[config.mk]
export PLATFORM = sky130hd
export DESIGN_NAME = countdown_timer
export DESIGN_NICKNAME = d
export VERILOG_FILES = /design/src/rtl/countdown_timer.sv
export SDC_FILE = /design/constraint.sdc
export NUM_CORES = 1
export LEC_CHECK = 0
export ABC_CLOCK_PERIOD_IN_PS = 1600
export BUFFER_PORTS_ARGS = -buffer_cell sky130_fd_sc_hd__buf_4
export CAP_MARGIN = 20
export CELL_PAD_IN_SITES_DETAIL_PLACEMENT = 0
export CELL_PAD_IN_SITES_GLOBAL_PLACEMENT = 1
export CORE_ASPECT_RATIO = 0.75
export CORE_UTILIZATION = 35
export CTS_CLUSTER_DIAMETER = 40
export DETAILED_ROUTE_END_ITERATION = 8
export HOLD_SLACK_MARGIN = 0.12
export PLACE_DENSITY = 0.81
export SYNTH_ARGS = -nofsm -noshare
export SYNTH_HDL_FRONTEND = slang
export SYNTH_SLANG_ARGS = --single-unit
[constraint.sdc]
create_clock -name clk -period 1.6 [get_ports clk]
set_input_delay 0.24 -clock clk [delete_from_list [all_inputs] [get_ports clk]]
set_output_delay 0.24 -clock clk [all_outputs]
set_load 0.05 [all_outputs]
[src/rtl/countdown_timer.sv]
// Loadable down-counting timer: start loads a count, each incr strobe decrements it,
// and done pulses for one cycle at expiry. Auto-reload turns it into a periodic tick source.
module countdown_timer #(
  parameter int MODULUS = 10,
  parameter int NBITS   = $clog2(MODULUS)
) (
  input  logic             clk,
  input  logic             rst,
  input  logic             start,
  input  logic [NBITS-1:0] load_value,
  input  logic             reload,
  input  logic             incr,
  input  logic             abort,
  output logic             busy,
  output logic             done,
  output logic [NBITS-1:0] remaining
);

  typedef enum logic {
    IDLE = 1'b0,
    RUN  = 1'b1
  } state_t;

  localparam logic [NBITS-1:0] MAX_COUNT = NBITS'(MODULUS - 1);
  localparam logic [NBITS-1:0] ONE       = NBITS'(1);
  localparam logic [NBITS-1:0] ZERO      = '0;
  localparam logic [NBITS:0]   MOD_EXT   = (NBITS + 1)'(MODULUS);

  state_t           state, state_n;
  logic [NBITS-1:0] rem_q, rem_n;
  logic [NBITS-1:0] period_q, period_n;
  logic             reload_q, reload_n;
  logic             done_q, done_n;
  logic [NBITS-1:0] clamped;

  // Out-of-range loads saturate to the largest legal count instead of wrapping.
  always_comb begin
    clamped = load_value;
    if ({1'b0, load_value} >= MOD_EXT) clamped = MAX_COUNT;
  end

  always_ff @(posedge clk or posedge rst) begin
    if (rst) begin
      state    <= IDLE;
      rem_q    <= ZERO;
      period_q <= ZERO;
      reload_q <= 1'b0;
      done_q   <= 1'b0;
    end else begin
      state    <= state_n;
      rem_q    <= rem_n;
      period_q <= period_n;
      reload_q <= reload_n;
      done_q   <= done_n;
    end
  end

  always_comb begin
    state_n  = state;
    rem_n    = rem_q;
    period_n = period_q;
    reload_n = reload_q;
    done_n   = 1'b0;
    case (state)
      IDLE: begin
        if (start && !abort) begin
          if (clamped == ZERO) begin
            // Zero-length run expires immediately without ever going busy.
            done_n = 1'b1;
          end else begin
            rem_n    = clamped;
            period_n = clamped;
            reload_n = reload;
            state_n  = RUN;
          end
        end
      end
      RUN: begin
        if (abort) begin
          state_n  = IDLE;
          rem_n    = ZERO;
          reload_n = 1'b0;
        end else if (incr) begin
          if (rem_q > ONE) begin
            rem_n = rem_q - ONE;
          end else if (rem_q == ONE) begin
            done_n = 1'b1;
            if (reload_q) begin
              rem_n = period_q;
            end else begin
              rem_n   = ZERO;
              state_n = IDLE;
            end
          end
        end
      end
      default: state_n = IDLE;
    endcase
  end

  assign busy      = (state == RUN);
  assign done      = done_q;
  assign remaining = rem_q;

endmodule

; Yosys cells after proc, flatten, opt, wreduce, memory -nomap -nowiden
; Index checks and enable logic that the tools add are counted.
[op_classes]
n_addsub = 1
bitwise_logic = 2
eq_ne = 6
mux = 28
magnitude_cmp = 2
n_reduce_logical = 6
[op_table]
columns = cell, count
row1 = 4-bit two-way mux, 8
row2 = 1-bit two-way mux, 16
row3 = 4-bit one-hot mux with 2 select lines, 1
row4 = "2-bit != test, second input constant", 3
row5 = 1-bit one-hot mux with 2 select lines, 3
row6 = 3-bit AND reduction, 2
row7 = "4-bit by 1-bit == test with 1-bit output, second input constant", 1
row8 = "4-bit greater-or-equal comparator, second input constant", 1
row9 = "4-bit by 1-bit greater-than comparator with 1-bit output, second input constant", 1
row10 = 4-bit zero test, 1
row11 = "4-bit by 2-bit != test with 1-bit output, second input constant", 1
row12 = 4-bit AND reduction, 1
row13 = "4-bit by 1-bit subtractor with 4-bit output, second input constant", 1
row14 = "3-bit != test, second input constant", 1
row15 = 1-bit NOT, 2
row16 = 1-bit logical AND, 1
row17 = 1-bit zero test, 1
[totals]
regBits = 11
out_inout_bits = 6
inputBits = 10
word_cells = 50

; Depth between registers and ports, before layout
; Gate-level depths: netlist of run 1.
[logic_depth]
depth_word = 6
ltp_mapped = 7
depth_no_buf = 6

; Worst setup path after synthesis of run 1
; No wires, ideal clock.
[synth_timing]
kind = reg2reg
from = reg rem_q[1], in the netlist remaining[1]
to = reg rem_q[0], in the netlist remaining[0]
setup_slack_ns = -0.374
required_ns = 1.479
setup_time_ns = 0.121
stages_incl_launch_ff = 7
t_arrival_ns = 1.853
period_less_slack_ns = 1.974
n_path_buf = 0
path_cell_list = dfrtp_1 inv_1 ha_1 nor4b_1 o21ai_0 and2_4 a22o_2
[synth_between]
elab_chain_cells = 5
word_cells_on_any_way = 8
cone_classes = 1 x order compare / 2 x eq/ne / 4 x mux / 1 x reduce/logical
[synth_lines]
columns = element, line
row1 = start: declaration, 30  ; logic [NBITS-1:0] rem_q, rem_n;
row2 = start signal: assignment, 51  ; rem_q <= rem_n;
row3 = 4-bit by 1-bit greater-than comparator with 1-bit output, 84  ; if (rem_q > ONE) begin
row4 = 4-bit two-way mux, 84
row5 = 4-bit two-way mux, 83  ; end else if (incr) begin
row6 = 4-bit two-way mux, 79  ; if (abort) begin
row7 = 4-bit one-hot mux with 2 select lines, 64  ; case (state)
; Parallel ways exist; a longest one is shown, timed or not. The select of a mux whose other input is x is not followed.
; A chain may end at the register's enable or synchronous reset.

; Final worst setup path of run 1
[layout_timing]
from = reg rem_q[0], in the netlist remaining[0]
to = reg rem_q[3], in the netlist remaining[3]
[layout_between]
elab_chain_cells = 5
word_cells_on_any_way = 9
cone_classes = 1 x add/sub / 1 x order compare / 2 x eq/ne / 4 x mux / 1 x reduce/logical
[layout_lines]
columns = element, line
row1 = 4-bit by 1-bit subtractor with 4-bit output / 4-bit by 1-bit greater-than comparator with 1-bit output (equally long branches), "85, 84"
row2 = 4-bit two-way mux, 84
row3 = 4-bit two-way mux, 83
row4 = 4-bit two-way mux, 79
row5 = 4-bit one-hot mux with 2 select lines, 64
; Parallel ways exist; a longest one is shown, timed or not. The select of a mux whose other input is x is not followed.

==> results of run 1 <==
==> what timing repair did <==
| action | in CTS | in global routing |
|---|---|---|
| endpoints found under the setup margin | 2 | 4 |
| gates resized for setup | 3 | 12 |
| hold endpoints to repair | 11 | 0 |
| pin swaps | 2 | 6 |
| hold buffers | 1 | 0 |
| cloned | 0 | 0 |
| buffers inserted | 0 | 1 |
==> sequential cells by signal (all words and copies together), names as in the netlist <==
name / flops
reload_q: 1
busy: 1
done: 1
period_q: 4
remaining: 4
==> routing by layer <==
layer / GRT usage / up-vias / share of wire
met1: 0.260 / 324 / 0.47
met5: 0 / - / 0
met4: 0.0615 / 0 / 0.011
met2: 0.265 / 26 / 0.46
li1: - / 336 / -
met3: 0.0549 / 4 / 0.059
==> report_power, final <==
part | leakage, nW | internal [W] | switching, W
Combinational | 0.313 | 0.000333 | 0.000390
Sequential | 0.135 | 0.000342 | 0.000102
Clock | 0.0150 | 0.0000966 | 0.0000911
Total | 0.464 | 0.000771 | 0.000583
==> area by class of cell <==
type	count	area share
Tap cell	22	0.0258
Inverter	6	0.0235
Timing Repair Buffer	26	0.189
Clock buffer	4	0.0246
Sequential cell	11	0.261
Multi-Input combinational cell	58	0.477
==> metrics by stage <==
step,cell area [um2],TNS [ns],util
after floorplan,751,-0.181,-
after global placement,948,-0.00335,0.516
after detailed placement,948,-0.100,0.516
after CTS,995,0,0.541
after global routing,1070,-0.0263,0.580
final,1070,0,0.580
==> cell families (layout without fill, tap and decap cells) <==
| family | after synthesis | count (layout) | share of synthesized area |
|---|---|---|---|
| and+or+nand+nor | 29 | 29 | 0.262 |
| DFF | 11 | 11 | 0.379 |
| AOI/OAI and AO/OA | 23 | 23 | 0.221 |
| muxes | 4 | 4 | 0.0603 |
| adders and majority gates | 2 | 2 | 0.0345 |
| buffers and inverters | 8 | 36 | 0.0431 |
==> final timing paths <==
path                            cells past startpoint                  endpoint                      from  slack (ns)
worst max-delay path                                5  remaining[3]$_DFFE_PP0P_  remaining[0]$_DFFE_PP0P_        0.05
worst min-delay path                                2            done$_DFF_PP0_                     abort        0.13
worst max register to register                      5  remaining[3]$_DFFE_PP0P_  remaining[0]$_DFFE_PP0P_        0.05
worst min register to register                      1   period_q[1]$_DFFE_PP0P_   period_q[1]$_DFFE_PP0P_        0.54
max in group asynchronous                           3  remaining[0]$_DFFE_PP0P_                       rst        0.76
min in group asynchronous                           3   period_q[1]$_DFFE_PP0P_                       rst        0.52
==> worst max-delay path: cells and delay by family (launching register included) <==
family	cells	cell delay (ns)
fa+ha+maj	1	0.20
compound gates	2	0.27
simple gates	2	0.49
flops	1	0.46
==> cells in the final DEF (no fill, tap or decap), types with 3 or more instances in the layout <==
cell	n
sky130_fd_sc_hd__buf_4	24
sky130_fd_sc_hd__dfrtp_1	9
sky130_fd_sc_hd__nand2_1	5
sky130_fd_sc_hd__nand2b_1	4
sky130_fd_sc_hd__inv_1	4
sky130_fd_sc_hd__nor2_1	4
sky130_fd_sc_hd__o21ai_1	3
sky130_fd_sc_hd__a21oi_1	3
sky130_fd_sc_hd__mux2_2	3
sky130_fd_sc_hd__clkbuf_4	3
==> flow_summary.toml, run 1 <==
[run_status]
run_status = "finished clean"

[timing]
rsz0062_at_grt = "yes"
achievable-frequency_ghz = 0.646
total_count_of_max_transition_violations_in_the_final_report = 0
whs_ns = 0.133
finalCriticalPeriod_ns = 1.55
tightestPinTransition_ns = 0.434
setup_viol_count_final = 0
finalWorstSetupSlack_ns = 0.0516
worst_clock_skew_ns = 0.00436
finalCritPeriodShare = 0.968
slew-limit-headroom = 0.709
timing_hold_violations_final = 0

[grt]
wire_length_of_the_first_global_routing_pass_mm = 2.96
global_route.overflow_total = 0
maximum_number_of_pins_on_one_net_before_global_route_repair = 12
groute.usage.overall = 0.185
first_global_vias = 625
grt_antenna_before_repair = 0

[job]
drv_cap = 0

[clocking]
clock_tree_from_tritoncts = "done"
clk_path_buf_depth = 2
clock_latency_ns = 0.27
h-tree-depth = 1
clock_tree.root_cell = "sky130_fd_sc_hd__clkbuf_4"
cts_made_buffers = 3
clk_pin_slew_worst_paths_ns = 0.07
cts_num_sinks = 11

[setup_path]
critical-path-slowest-cell = "sky130_fd_sc_hd__dfrtp_2"
startpoint_type = "register"
crit_path_end_kind = "register"
critical-path-max-stage-delay_ns = 0.46
cp.arrival_ns = 1.69
cp_data_required_time_ns = 1.74
cp_max_fo = 6
cells_along_the_critical_path = "ha_4, or2_4, and4_1, o21ai_1, a31oi_1"
setup.worst_path.class = "reg2reg"

[logic_synthesis]
synth_top_cells_by_area = "sky130_fd_sc_hd__dfrtp_1 38%, sky130_fd_sc_hd__mux2_2 4.7%, sky130_fd_sc_hd__nand2b_1 4.3%"
synthDominantAreaCellType = "sky130_fd_sc_hd__dfrtp_1"
avgSynthCellArea_um2 = 9.42
synth_nets = 89
synth_top_flop_cell = "sky130_fd_sc_hd__dfrtp_1"
synth-seq-area-share = 0.379
yosys_warnings = 0
synth_edf_count = 0
mappedNetlistArea_um2 = 726
synth_cell_types = 38
synth-seq-cells = 11
ys_top_cells_by_count = "11 x sky130_fd_sc_hd__dfrtp_1, 6 x sky130_fd_sc_hd__inv_1, 5 x sky130_fd_sc_hd__a21oi_1, 5 x sky130_fd_sc_hd__nand2_1, 5 x sky130_fd_sc_hd__nand2b_1"
yosysTopAreaCellShare = 0.379
postSynth.asyncResetShare = 1.00
synth_most_common_cell = "sky130_fd_sc_hd__dfrtp_1"
netlist_instances = 77

[layout]
fillers = 174
area.sequential_um2 = 278
antenna-diode-count = 0
finish.net_count = 118
synthToLayoutAreaGrowth_pct = 46.9
final_layout_size_suffix_gt1_frac = 0.495
final_cell_count_no_fill = 127
multi_input_area_um2 = 508

[floorplan]
die-width_um = 54.6
row_count = 13
floorplan.die.height_um = 41.4
top_level_ports = 16
die_area_mm2 = 0.00226
initial_core_utilization = 0.395
coreArea_mm2 = 0.00184

[drt]
detailedRoute.firstPassIterationCount = 4
remaining_drc_errors = 0
vias_per_cell = 5.43
routedWlPerCell_um = 14.6
route.final.wire_length_mm = 1.86
antenna_viol_nets_final = 0
initialDrtViolationCount = 20
routed_via_count = 690

[power]
finalPower_w = 0.00135
power_leakage_nw = 0.464
ir_drop_uv = 828
pwr_density_cell_mw_per_mm2 = 1270

[place]
place.gp.congestion = 0.921
placedCellCount = 121
placement.io_buffers = 15
place_hpwl_mm = 1.44
place_worst_setup_slack_ns = -0.0930

[hold_path]
holdCritPathClass = "in2reg"
(Power assumes the default switching activity.)
==> run 2, diff against run 1 <==
--- a/config.mk
+++ b/config.mk
@@ -16,6 +16,7 @@
 export DETAILED_ROUTE_END_ITERATION = 8
 export HOLD_SLACK_MARGIN = 0.12
 export PLACE_DENSITY = 0.81
+export RECOVER_POWER = 50
 export SYNTH_ARGS = -nofsm -noshare
 export SYNTH_HDL_FRONTEND = slang
 export SYNTH_SLANG_ARGS = --single-unit
==> run 2 against run 1 <==
  * Die area stayed put
  * Clock-buffer cell count stayed put
  * Largest cell class unchanged
  * Maximum frequency is 0.17% higher
  * Wire length down 0.11%
  * Clock skew about the same
  * Sequential cell count is the same
  * Non-clock buffer count stayed put
  * Via count grew 0.14%
  * Largest power group unchanged
  * Clock power about the same
==> flow_summary.toml, run 2 (same netlist as run 1, synthesis figures left out) <==
[run_status]
run_status = "finished clean"

[layout]
fillers = 176
synthToLayoutAreaGrowth_pct = 46.4
final_layout_size_suffix_gt1_frac = 0.486
final_cell_mix = "22 x sky130_fd_sc_hd__buf_4, 9 x sky130_fd_sc_hd__dfrtp_1, 5 x sky130_fd_sc_hd__nand2_1"
area.sequential_um2 = 278
postLayoutCoreUtil = 0.578
antenna-diode-count = 0
layout.cells.most_common = "sky130_fd_sc_hd__buf_4"
multi_input_area_um2 = 508
finish.net_count = 118

[floorplan]
die-width_um = 54.6
top_level_ports = 16
coreArea_mm2 = 0.00184
initial_core_utilization = 0.395
die_area_mm2 = 0.00226
floorplan.die.height_um = 41.4
row_count = 13

[timing]
timing.setup.tns_ns = 0
total_count_of_max_transition_violations_in_the_final_report = 0
tightestPinTransition_ns = 0.586
worst_clock_skew_ns = 0.00436
whs_ns = 0.132
finalCriticalPeriod_ns = 1.55
slew-limit-headroom = 0.611
achievable-frequency_ghz = 0.647
setup_viol_count_final = 0
finalCritPeriodShare = 0.966
timing_hold_violations_final = 0
rsz0062_at_grt = "yes"

[setup_path]
cp_max_fo = 6
worst-r2r-setup-slack_ns = 0.05
crit_path_end_kind = "register"
crit_family = "simple AND/OR/NAND/NOR gates"
critical-path-max-stage-delay_ns = 0.46
worst_setup_path_endpoint = "remaining[3]$_DFFE_PP0P_"
regToRegEndpoint = "remaining[3]$_DFFE_PP0P_"
cp_data_required_time_ns = 1.74
worst_setup_path_startpoint = "remaining[0]$_DFFE_PP0P_"
worstReg2RegStart = "remaining[0]$_DFFE_PP0P_"
cp.arrival_ns = 1.69
cp_num_cells = 5
startpoint_type = "register"
reg2reg_depth = 5
cells_along_the_critical_path = "ha_4, or2_4, and4_1, o21ai_1, a31oi_1"
worst-path-buf-inv = 0
setup.worst_path.class = "reg2reg"
critical-path-slowest-cell = "sky130_fd_sc_hd__dfrtp_2"

[clocking]
clock_tree.root_cell = "sky130_fd_sc_hd__clkbuf_4"
cts_made_buffers = 3
h-tree-depth = 1
clock_latency_ns = 0.27
clock_tree_from_tritoncts = "done"
clk_pin_slew_worst_paths_ns = 0.07
clk_path_buf_depth = 2
cts_num_sinks = 11

[drt]
antenna_viol_nets_final = 0
route.final.wire_length_mm = 1.85
vias_per_cell = 5.44
initialDrtViolationCount = 20
routed_via_count = 691
routedWlPerCell_um = 14.6
remaining_drc_errors = 0
detailedRoute.firstPassIterationCount = 4

[grt]
first_global_vias = 625
grt_antenna_before_repair = 0
wire_length_of_the_first_global_routing_pass_mm = 2.96
global_route.overflow_total = 0
groute.usage.overall = 0.185
maximum_number_of_pins_on_one_net_before_global_route_repair = 12

[place]
place.gp.congestion = 0.921
place_hpwl_mm = 1.44
placement.io_buffers = 15

[power]
power.internal_w = 0.000770
finalPower_w = 0.00135
pwr_density_cell_mw_per_mm2 = 1270
ir_drop_uv = 828
power.switching_fraction = 0.431
p_clk_frac = 0.139
seq_power_share = 0.328
comb_power_share = 0.534
net-switching-power_w = 0.000582
power_leakage_nw = 0.459

[hold_path]
holdCritPathClass = "in2reg"

[job]
drv_cap = 0
==> run 2: timing repair <==
action	CTS	global route
hold buffers	1	0
buffers inserted	0	1
endpoints found under the hold margin	11	0
endpoints found under the setup margin	2	4
gates cloned	0	0
pin swaps	2	6
resized for setup	3	12
==> run 2: how the worst min path moves through the flow <==
stage,start,to,depth (start not counted)
3_5_place_dp,rst,remaining[3]$_DFFE_PP0P_,2
2_1_floorplan,rst,busy$_DFF_PP0_,1
4_1_cts,abort,done$_DFF_PP0_,2
6_report,abort,done$_DFF_PP0_,2
3_3_place_gp,rst,remaining[2]$_DFFE_PP0P_,2
5_1_grt,abort,done$_DFF_PP0_,2
==> run 2: final cells by class <==
cell class,count,share of cell area
well taps,22,0.0259
clock buffers,4,0.0247
flip-flops and latches,11,0.261
multi-input cells,58,0.478
inverters,6,0.0236
repair buffers,26,0.186
==> run 2: power by group through the flow <==
stage,Sequential [W],Clock (W),Combinational [W]
3_3_place_gp,0.000430,0,0.000592
5_1_grt,0.000455,0.000213,0.000774
2_1_floorplan,0.000537,0,0.000277
4_1_cts,0.000427,0.000193,0.000612
3_5_place_dp,0.000433,0,0.000594
6_report,0.000443,0.000188,0.000722
==> run 2: per-stage QoR <==
| step | setup WS [ns] | cells | area [um2] |
|---|---|---|---|
| finish | 0.0543 | 127 | 1060 |
| global route | -0.0171 | 127 | 1060 |
| CTS | 0.00423 | 126 | 995 |
| detailed placement | -0.0930 | 121 | 948 |
| global placement | -0.00335 | 121 | 948 |
| floorplan | -0.101 | 77 | 751 |
==> run 2: per-layer routing <==
layer | vias to the layer above | share of wire | routed length, um | GRT usage
met5 | - | 0 | 0 | 0
met1 | 325 | 0.48 | 881 | 0.260
li1 | 336 | - | - | -
met3 | 4 | 0.056 | 103 | 0.0549
met4 | 0 | 0.011 | 20 | 0.0615
met2 | 26 | 0.46 | 847 | 0.265
==> run 2: worst register-to-register path, stage by stage (launching register included) <==
cell                      delay [ns]
sky130_fd_sc_hd__dfrtp_2        0.46
sky130_fd_sc_hd__ha_4           0.21
sky130_fd_sc_hd__or2_4          0.28
sky130_fd_sc_hd__and4_1         0.21
sky130_fd_sc_hd__o21ai_1        0.16
sky130_fd_sc_hd__a31oi_1        0.11
